[src/rtl/serial_subtractor.sv]
// serial_subtractor: bit-serial, LSB-first unsigned subtractor (a - b).
// One full-subtractor cell with a registered borrow consumes one operand bit
// per clock. A start/done handshake launches the operation. The result and
// the final borrow are held until the next operation completes.
module serial_subtractor #(
  parameter int WIDTH = 8
) (
  input  logic             clk,
  input  logic             rst,
  input  logic             start,
  input  logic [WIDTH-1:0] a,
  input  logic [WIDTH-1:0] b,
  output logic             busy,
  output logic             done,
  output logic [WIDTH-1:0] diff,
  output logic             borrow
);

  localparam int CW = (WIDTH > 1) ? $clog2(WIDTH) : 1;
  localparam logic [CW-1:0] LAST_BIT = CW'(WIDTH - 1);

  typedef enum logic [1:0] {
    IDLE = 2'd0,
    RUN  = 2'd1,
    DONE = 2'd2
  } state_t;

  state_t             state_q, state_d;
  logic [WIDTH-1:0]   sa_q, sa_d;
  logic [WIDTH-1:0]   sb_q, sb_d;
  // Holds the WIDTH-1 difference bits produced before the final one.
  logic [WIDTH-2:0]   wd_q, wd_d;
  logic               bin_q, bin_d;
  logic [CW-1:0]      cnt_q, cnt_d;
  logic [WIDTH-1:0]   diff_q, diff_d;
  logic               borrow_q, borrow_d;
  logic               busy_q, busy_d;
  logic               done_q, done_d;

  logic               bit_d;
  logic               bit_bout;
  logic [WIDTH-1:0]   shifted;

  // Full-subtractor cell on the current LSBs and the working register with
  // the new difference bit entering at the MSB.
  always_comb begin
    bit_d    = sa_q[0] ^ sb_q[0] ^ bin_q;
    bit_bout = (~sa_q[0] & sb_q[0]) | (~(sa_q[0] ^ sb_q[0]) & bin_q);
    shifted  = {bit_d, wd_q};
  end

  // Next-state and datapath logic; every register holds unless its state acts.
  always_comb begin
    state_d  = state_q;
    sa_d     = sa_q;
    sb_d     = sb_q;
    wd_d     = wd_q;
    bin_d    = bin_q;
    cnt_d    = cnt_q;
    diff_d   = diff_q;
    borrow_d = borrow_q;
    busy_d   = 1'b0;
    done_d   = 1'b0;
    case (state_q)
      IDLE: begin
        if (start) begin
          sa_d    = a;
          sb_d    = b;
          bin_d   = 1'b0;
          cnt_d   = '0;
          state_d = RUN;
          busy_d  = 1'b1;
        end
      end
      RUN: begin
        sa_d  = sa_q >> 1;
        sb_d  = sb_q >> 1;
        wd_d  = shifted[WIDTH-1:1];
        bin_d = bit_bout;
        cnt_d = cnt_q + CW'(1);
        if (cnt_q == LAST_BIT) begin
          diff_d   = shifted;
          borrow_d = bit_bout;
          state_d  = DONE;
          done_d   = 1'b1;
        end else begin
          busy_d = 1'b1;
        end
      end
      DONE: begin
        state_d = IDLE;
      end
      default: begin
        state_d = IDLE;
      end
    endcase
  end

  // Single state register for the FSM, datapath and registered outputs.
  always_ff @(posedge clk) begin
    if (rst) begin
      state_q  <= IDLE;
      sa_q     <= '0;
      sb_q     <= '0;
      wd_q     <= '0;
      bin_q    <= 1'b0;
      cnt_q    <= '0;
      diff_q   <= '0;
      borrow_q <= 1'b0;
      busy_q   <= 1'b0;
      done_q   <= 1'b0;
    end else begin
      state_q  <= state_d;
      sa_q     <= sa_d;
      sb_q     <= sb_d;
      wd_q     <= wd_d;
      bin_q    <= bin_d;
      cnt_q    <= cnt_d;
      diff_q   <= diff_d;
      borrow_q <= borrow_d;
      busy_q   <= busy_d;
      done_q   <= done_d;
    end
  end

  assign busy   = busy_q;
  assign done   = done_q;
  assign diff   = diff_q;
  assign borrow = borrow_q;

endmodule
[config.mk]
export PLATFORM = sky130hd
export DESIGN_NAME = serial_subtractor
export DESIGN_NICKNAME = d
export VERILOG_FILES = /design/src/rtl/serial_subtractor.sv
export SDC_FILE = /design/constraint.sdc
export NUM_CORES = 1
export LEC_CHECK = 0
export ABC_AREA = 1
export BUFFER_PORTS_ARGS = -buffer_cell sky130_fd_sc_hd__buf_2
export CAP_MARGIN = 20
export CORE_ASPECT_RATIO = 1.4
export CORE_MARGIN = 5
export CORE_UTILIZATION = 41
export CTS_CLUSTER_DIAMETER = 150
export CTS_CLUSTER_SIZE = 12
export DETAILED_ROUTE_END_ITERATION = 6
export PLACE_DENSITY_LB_ADDON = 0.05
export SETUP_SLACK_MARGIN = 0.2
export SYNTH_ARGS = -nofsm -noshare
export SYNTH_HDL_FRONTEND = slang
export SYNTH_SLANG_ARGS = --single-unit
[constraint.sdc]
create_clock -name clk -period 2.3 [get_ports clk]
set_clock_uncertainty 0.1 [all_clocks]
set_input_delay 0 -clock clk [delete_from_list [all_inputs] [get_ports clk]]
set_output_delay 0 -clock clk [all_outputs]
set_load 0.05 [all_outputs]
# After elaboration in Yosys (flattened, before gate mapping)

Index checks and enable logic that the tools add are counted.

Flip-flop bits (word level): 40
Output and inout bits: 11
Logic and storage cells: 44

Add/subtract/negate cells: 1
Equality and inequality tests: 4
Multiplexer cells: 15
Bitwise operators: 8
Reduce and logical (&&, ||, !) cells: 6

Operators by type and width:

| operator              | count |
|---|---|
| $pmux W8 S2           | 2 |
| $mux W8               | 2 |
| $pmux W3 S2           | 1 |
| $reduce_and A2 Y1     | 3 |
| $mux W1               | 4 |
| $mux W2               | 2 |
| $ne A2 B2 Y1 const B  | 2 |
| $pmux W1 S2           | 2 |
| $pmux W2 S2           | 1 |
| $add A3 B1 Y3 const B | 1 |
| $eq A3 B3 Y1 const B  | 1 |
| $mux W3               | 1 |
| $not A1 Y1            | 3 |
| $and A1 B1 Y1         | 2 |
| $eq A2 B1 Y1 const B  | 1 |
| $logic_not A2 Y1      | 1 |
| $reduce_bool A2 Y1    | 1 |
| $reduce_or A2 Y1      | 1 |
| $xor A1 B1 Y1         | 2 |
| $or A1 B1 Y1          | 1 |

# Depth between registers and ports, before layout

Gate-level depths: netlist of run 1.

Depth in word-level cells: 5
Depth in mapped cells: 8
Gate-level depth less buffers: 6

# Least setup slack after synthesis of run 1

OpenSTA, ideal clock, no wires.

Kind: reg-to-reg
Start point: register sb_q[0]
End point: register wd_q[6]
Library setup time: 0.119 ns
Data arrival time: 0.992 ns
Setup slack: 1.089 ns
Cell stages (with the launch flop): 5
Buffers on the path: 0
Period minus slack after synthesis: 1.211 ns
Path through: dfxtp_1 inv_1 fa_1 o21ai_0 a21oi_1

Cells in the longest elaborated chain, start to end: 2

RTL lines:

| element                     | line | source |
|---|---|---|
| from (decl)                 | 30   | `logic [WIDTH-1:0] sb_q, sb_d;` |
| from (signal assigned)      | 104  | `sb_q <= '0;` |
| from (signal assigned)      | 115  | `sb_q <= sb_d;` |
| $xor A1 B1 Y1 (2 in series) | 47   | `bit_d = sa_q[0] ^ sb_q[0] ^ bin_q;` |
| via bit_d                   | 40   | `logic bit_d;` |
| to (signal assigned)        | 116  | `wd_q <= wd_d;` |
| to (decl)                   | 32   | `logic [WIDTH-2:0] wd_q, wd_d;` |

The timed path passes the listed nets, and every way through them passes these cells.
A chain may end at the register's enable or synchronous reset.

# Worst setup path in the final report of run 1

Start point: register state_q[1]
End point: register sb_q[2]

Cells in the longest elaborated chain, start to end: 3
Elaborated cells on any way between the ends: 6

RTL lines:

| element                                                                    | line | source |
|---|---|---|
| from (decl)                                                                | 28   | `state_t state_q, state_d;` |
| from (signal assigned)                                                     | 113  | `state_q <= state_d;` |
| $eq A2 B1 Y1 / $logic_not A2 Y1 (equally long branches)                    | 64   | `case (state_q)` |
| $reduce_bool A2 Y1 (no source line) / $ne A2 B2 Y1 (equally long branches) | --   |  |
| $reduce_and A2 Y1 (no source line)                                         | --   |  |

Several ways; a longest one is shown, not always the timed one.

==> results of run 1 <==
-- registers in the layout, summed over array words and instances, names as in the netlist --
name and cells:
diff 8, sa_q 8, sb_q 8, wd_q 7, cnt_q 3, state_q 2, bin_q 1, borrow 1
busy 1, done 1
-- worst min-delay path by stage --
| stage | endpoint | startpoint | slack [ns] |
|---|---|---|---|
| finish | wd_q[4]$_SDFFE_PP0P_ | wd_q[4]$_SDFFE_PP0P_ | 0.36 |
| global route | wd_q[1]$_SDFFE_PP0P_ | wd_q[1]$_SDFFE_PP0P_ | 0.39 |
| CTS | sb_q[5]$_SDFFE_PP0P_ | b[5] | 0.37 |
| detailed placement | sb_q[1]$_SDFFE_PP0P_ | b[1] | 0.14 |
| global placement | sb_q[2]$_SDFFE_PP0P_ | b[2] | 0.13 |
| floorplan | bin_q$_SDFFE_PP0P_ | rst | -0.03 |
-- area by class of cell --
type,instances,area [um2]
Sequential cell,40,801
Clock inverter,2,35.0
Tap cell,60,75.1
Timing Repair Buffer,49,338
Multi-Input combinational cell,153,754
Clock buffer,6,72.6
Fill cell,460,2020
Inverter,38,143
-- Yosys cell counts, drive strengths merged --
cell type and instances:
nor2 27, dfxtp 40, a21oi 13, and3 2, fa 1, nand2 44
inv 38, nand3 39, nor3 9, buf 11, nand3b 1, ha 2
clkbuf 2, o21ai 15
-- critical path: stages (launching register included) --
cell     delay (ns)
dfxtp_1        0.44
inv_2          0.17
nand2_1        0.50
buf_4          0.29
nand3_1        0.09
nand2_1        0.08
nor2_1         0.04
-- power by group --
| group | internal (uW) | leakage (uW) | switching [uW] |
|---|---|---|---|
| clock network | 322 | 0.0000552 | 239 |
| registers | 730 | 0.000328 | 16.1 |
| logic | 86.3 | 0.000691 | 117 |
| total | 1140 | 0.00108 | 372 |
-- layout by cell type, fill, tap and decap left out --
master and n:
bufinv_16 1, clkbuf_1 1, nand3_2 1, inv_1 36
nor2_1 26, ha_1 2, nand2_2 2, and3_1 2
a21oi_1 13, o21ai_0 15, buf_2 29, dfxtp_1 40
nand3_1 38, nand2_8 1, clkinv_2 1, inv_2 2
fa_1 1, clkbuf_8 5, nor3_1 9, dlygate4sd3_1 17
nor2_8 1, nand2_1 41, nand3b_1 1, buf_4 3
-- logic make-up (layout without fill, tap and decap cells) --
family                   count (synthesis)  count (layout)  share of synthesized area, %
AND/OR/NAND/NOR                        122             122                          31.7
AO/OA/AOI/OAI                           28              28                          7.80
flip-flops                              40              40                          44.6
buffers and inverters                   51              95                          13.4
adder cells (fa/ha/maj)                  3               3                          2.51
-- per-stage QoR --
| stage | hold slack (ns) | area [um2] | setup slack [ns] | utilization, % |
|---|---|---|---|---|
| floorplan | -0.0309 | 1800 | 1.09 | - |
| global placement | 0.135 | 1940 | 0.490 | 45.8 |
| detailed placement | 0.137 | 1940 | 0.458 | 45.8 |
| CTS | 0.368 | 2220 | 0.443 | 52.3 |
| global route | 0.393 | 2220 | 0.278 | 52.3 |
| finish | 0.365 | 2220 | 0.484 | 52.3 |
-- per-layer routing --
layer  part of all wire, %  wire [um]
met5                     0          0
met4                   1.7         69
met3                   3.4        133
met2                    50       1970
met1                    45       1800
==> impl_metrics.json, run 1 <==
{
  "grt_pass1_wl_mm": 6.76,
  "grt_usage_pct": 15.1,
  "antennaDiodeCount": 0,
  "hold_depth": 2,
  "avgSynthCellArea_um2": 7.36,
  "hold_path_class": "reg -> reg",
  "syn_nets": 266,
  "syn_to_final_growth_pct": 23.5,
  "clock-sinks": 40,
  "worstPathArrival_ns": 1.90,
  "globalplace.congestion": 0.694,
  "cts_buffer_depth": 2,
  "hold_buffers": 17,
  "nets": 309,
  "grt_util_met2_pct": 27.1,
  "hold_viol": 0,
  "cap_violations": 0,
  "power.total_uw": 1510,
  "period_share_pct": 78.9,
  "grt_use_met1_pct": 17.0,
  "cts-root-buf": "clkbuf_8",
  "worst_setup_path_end_kind": "flip-flop",
  "cts_resized": 0,
  "cts_setup_buffers": 0,
  "cts_inserted_buffers": 5,
  "critPathLaunch": "state_q[1]$_SDFFE_PP0P_",
  "synth_cells": 244,
  "maxSlewHeadroom_pct": 58.5,
  "finalSetupViolations": 0,
  "yosys_warnings": 0,
  "vias_per_cell": 4.62,
  "crit_path_end": "sb_q[2]$_SDFFE_PP0P_",
  "r2r_end": "sb_q[2]$_SDFFE_PP0P_",
  "crit_type": "reg -> reg",
  "p_leak_uw": 0.00108,
  "fin_crit_ns": 1.82,
  "ys_seq_area_share_pct": 44.6,
  "rsz0062_at_grt": "false",
  "synth_area_leaders": "dfxtp_1, nand3_1, nand2_1, inv_1, nor2_1",
  "ys_seq_elements": 40,
  "setup-tns-final_ns": 0,
  "rr_worst_depth": 6,
  "dp_cells": 323,
  "status": "completed",
  "yosysTopAreaCellShare_pct": 44.6,
  "die_area_mm2": 0.00583,
  "power_density_mw_per_mm2": 681,
  "antenna_found_initial": 0,
  "wl_mm": 3.97,
  "core_mm2": 0.00424,
  "required_ns": 2.38,
  "grt_max_degree": 44,
  "startpoint_type": "flip-flop",
  "grt_busiest_layer": "met2",
  "timing.rr.start": "state_q[1]$_SDFFE_PP0P_",
  "slew_viol_final": 0,
  "synth_area_leader_cell": "dfxtp_1",
  "fmax_mhz": 551,
  "initial_core_util_pct": 42.4,
  "ioPinCount": 30,
  "use_met3_pct": 4.07,
  "netlist_area_mm2": 0.00180,
  "drc": 0,
  "h-tree-depth": 2,
  "cts_tree": "built",
  "drt_first_pass_iters": 4,
  "clk_latency_ns": 0.29,
  "crit_fanout": 19,
  "overflow": 0,
  "worst_slew_pin_slew_ns": 0.621,
  "drive_above_1_share_pct": 16.0,
  "final_cell_count_no_fill": 348,
  "ant_nets": 0,
  "io_buffers": 29,
  "dp_hpwl_mm": 2.62,
  "worst_ir_drop_vdd_v": 0.000526,
  "dr.first_iter.drc_count": 42,
  "die_width_um": 66.0,
  "vias": 1609,
  "synth_cell_type_count": 21,
  "rows": 28,
  "die_h_um": 88.3,
  "clkTransAtPathRegs_ns": 0.08,
  "grt_pass1_vias": 1558,
  "wl_per_cell_um": 11.4,
  "r2r_slack_ns": 0.48
}
(Power assumes the default switching activity.)
==> inputs of run 2 (changes only) <==
--- a/config.mk
+++ b/config.mk
@@ -5,7 +5,7 @@
 export SDC_FILE = /design/constraint.sdc
 export NUM_CORES = 1
 export LEC_CHECK = 0
-export ABC_AREA = 1
+export ABC_AREA = 0
 export BUFFER_PORTS_ARGS = -buffer_cell sky130_fd_sc_hd__buf_2
 export CAP_MARGIN = 20
 export CORE_ASPECT_RATIO = 1.4
==> constraint.sdc (replaced) <==
create_clock -name clk -period 1.5 [get_ports clk]
set_clock_uncertainty 0.1 [all_clocks]
set_input_delay 0 -clock clk [delete_from_list [all_inputs] [get_ports clk]]
set_output_delay 0 -clock clk [all_outputs]
set_load 0.05 [all_outputs]
==> impl_metrics.json, run 2 <==
{
  "yosys_warnings": 0,
  "comb_power_share_pct": 12.3,
  "layout_commonest_cell": "dfxtp_1",
  "die_width_um": 62.9,
  "cts-root-buf": "clkbuf_8",
  "hold_end": "cnt_q[0]$_SDFFE_PP0P_",
  "vias": 1370,
  "grt_max_degree": 41,
  "grt_pass1_vias": 1374,
  "nFillCells": 358,
  "internal_power_uw": 1550,
  "grt_usage_pct": 14.5,
  "fin_crit_ns": 1.34,
  "status": "completed",
  "clk_latency_ns": 0.29,
  "synth_edf_count": 0,
  "required_ns": 1.62,
  "grt_use_met1_pct": 17.3,
  "syn_to_final_growth_pct": 36.0,
  "dr.first_iter.drc_count": 55,
  "synth-main-ff-cell": "dfxtp_1",
  "hold_path_class": "in -> reg",
  "rsz0062_at_grt": "true",
  "antennaDiodeCount": 0,
  "timing.rr.start": "cnt_q[0]$_SDFFE_PP0P_",
  "die_h_um": 84.0,
  "cts_inserted_buffers": 5,
  "startpoint_type": "flip-flop",
  "worstHoldStart": "rst",
  "wl_mm": 3.60,
  "fmax_mhz": 745,
  "power_switching_uw": 500,
  "clock-sinks": 40,
  "ys_seq_area_share_pct": 49.9,
  "grt_util_met2_pct": 24.1,
  "crit_fanout": 5,
  "synth_area_leaders": "dfxtp_1, mux2i_1, a211oi_1, a21oi_1, nand2_1",
  "globalplace.congestion": 0.721,
  "dp_cells": 238,
  "worst_slew_pin_slew_ns": 0.431,
  "hold_viol": 0,
  "avgSynthCellArea_um2": 9.23,
  "ioPinCount": 30,
  "die_area_mm2": 0.00528,
  "period_share_pct": 89.5,
  "nets": 246,
  "io_buffers": 29,
  "worst_ir_drop_vdd_v": 0.000576,
  "p_seq_share_pct": 55.4,
  "clkTransAtPathRegs_ns": 0.08,
  "netlist_area_mm2": 0.00161,
  "overflow": 0,
  "drc": 0,
  "p_leak_uw": 0.000897,
  "worst_setup_path_end_kind": "flip-flop",
  "wl_per_cell_um": 13.5,
  "final_cell_mix": "dfxtp_1, buf_2, nor2_1",
  "syn_nets": 196,
  "cap_violations": 0,
  "power_density_mw_per_mm2": 941,
  "yosys.cell_count.top_type": "dfxtp_1",
  "fin_hold_ws_ns": 0.133,
  "worstPathArrival_ns": 1.47,
  "synth_cells": 174,
  "vias_per_cell": 5.13,
  "ant_nets": 0,
  "r2r_slack_ns": 0.16,
  "use_met3_pct": 3.10,
  "synth_cell_type_count": 25,
  "postSynth.asyncResetShare_pct": 0,
  "yosysTopAreaCellShare_pct": 49.9,
  "setup-tns-final_ns": 0,
  "rows": 27,
  "drt_first_pass_iters": 4,
  "dp_hpwl_mm": 2.18,
  "hold_depth": 3,
  "p_sw_share_pct": 24.3,
  "r2r_end": "diff[7]$_SDFFE_PP0P_",
  "finalSetupViolations": 0,
  "netlist_top_cells_count": "dfxtp_1, nand2_1, nor2_1, a21oi_1, mux2i_1",
  "grt_busiest_layer": "met2",
  "crit_type": "reg -> reg",
  "initial_core_util_pct": 41.7,
  "cts_buffer_depth": 2,
  "place_area_mm2": 0.00180,
  "fin_area_mm2": 0.00218,
  "ys_seq_elements": 40,
  "final_cell_count_no_fill": 267,
  "core_mm2": 0.00385,
  "maxSlewHeadroom_pct": 71.3,
  "cts_tree": "built",
  "antenna_found_initial": 0,
  "grt_pass1_wl_mm": 6.20,
  "rr_worst_depth": 7,
  "drive_above_1_share_pct": 29.0,
  "utilization_pct": 56.7,
  "h-tree-depth": 2,
  "slew_viol_final": 0,
  "synth_area_leader_cell": "dfxtp_1",
  "pwr-share-clk_pct": 32.3
}
-- run 2: cell types whose count changed after synthesis, moves of 4 or more --
cell and delta:
mux2i_1 +16, o21ai_0 -13, inv_1 -33, nand2_1 -19, a211oi_1 +14, nor2_1 -5
buf_6 -4, nor3_1 -7, nand3_1 -30, a21oi_1 +5
-- run 2: cell families after synthesis --
family                     Yosys count  synth area share, %
AOI/OAI and AO/OA                   39                 15.3
DFF                                 40                 49.9
buffers and inverters               17                 5.92
adders and majority gates            3                 2.81
muxes                               16                 9.98
and+or+nand+nor                     59                 16.1
-- run 2: per-layer routing --
layer / part of all wire [%] / vias to the layer above
li1: - / 697
met1: 43 / 643
met2: 52 / 24
met3: 3.8 / 6
met4: 1.6 / 0
met5: 0 / -
-- run 2: area by class of cell --
type	instances	area (um2)	area share (%)
Inverter	3	11.3	0.516
Clock buffer	6	72.6	3.32
Sequential cell	40	812	37.2
Multi-Input combinational cell	118	779	35.7
Tap cell	43	53.8	2.46
Timing Repair Buffer	56	449	20.6
Clock inverter	1	5.00	0.229
-- run 2: worst max-delay path, stage by stage (launching register included) --
cell	delay [ns]
dfxtp_2	0.34
ha_4	0.16
ha_4	0.15
nand3b_1	0.10
buf_6	0.14
buf_12	0.11
nand2_2	0.05
a21oi_2	0.13
-- run 2: timing repair --
item / 4_1_cts / 5_1_grt
hold buffers: 17 / 0
gates cloned: 1 / 1
endpoints found under the setup margin: 24 / 34
pin swaps: 11 / 2
gates resized for setup: 16 / 9
hold endpoints to repair: 18 / 0
setup buffers: 2 / 1
-- run 2: worst max-delay path by stage --
| stage | from | endpoint | slack (ns) |
|---|---|---|---|
| after floorplan | cnt_q[0]$_SDFFE_PP0P_ | diff[3]$_SDFFE_PP0P_ | 0.20 |
| after global placement | sb_q[0]$_SDFFE_PP0P_ | diff[7]$_SDFFE_PP0P_ | 0.18 |
| after detailed placement | state_q[1]$_SDFFE_PP0P_ | sb_q[4]$_SDFFE_PP0P_ | 0.13 |
| after CTS | state_q[0]$_SDFFE_PP0P_ | borrow$_SDFFE_PP0P_ | 0.18 |
| after global routing | cnt_q[1]$_SDFFE_PP0P_ | diff[7]$_SDFFE_PP0P_ | 0.1 |
| final | cnt_q[0]$_SDFFE_PP0P_ | diff[7]$_SDFFE_PP0P_ | 0.16 |
-- run 2: power by group through the flow --
stage                     Clock, uW  Combinational [uW]  Sequential, uW
after floorplan                   0                 152            1160
after global placement            0                 205            1160
after detailed placement          0                 208            1160
after CTS                       693                 248            1140
after global routing            758                 282            1150
final                           664                 252            1140
-- run 2: metrics by stage --
step | worst slack (ns) | total power, uW
2_1_floorplan | 0.200 | 1310
3_3_place_gp | 0.179 | 1360
3_5_place_dp | 0.132 | 1370
4_1_cts | 0.177 | 2080
5_1_grt | 0.0990 | 2180
6_report | 0.158 | 2050
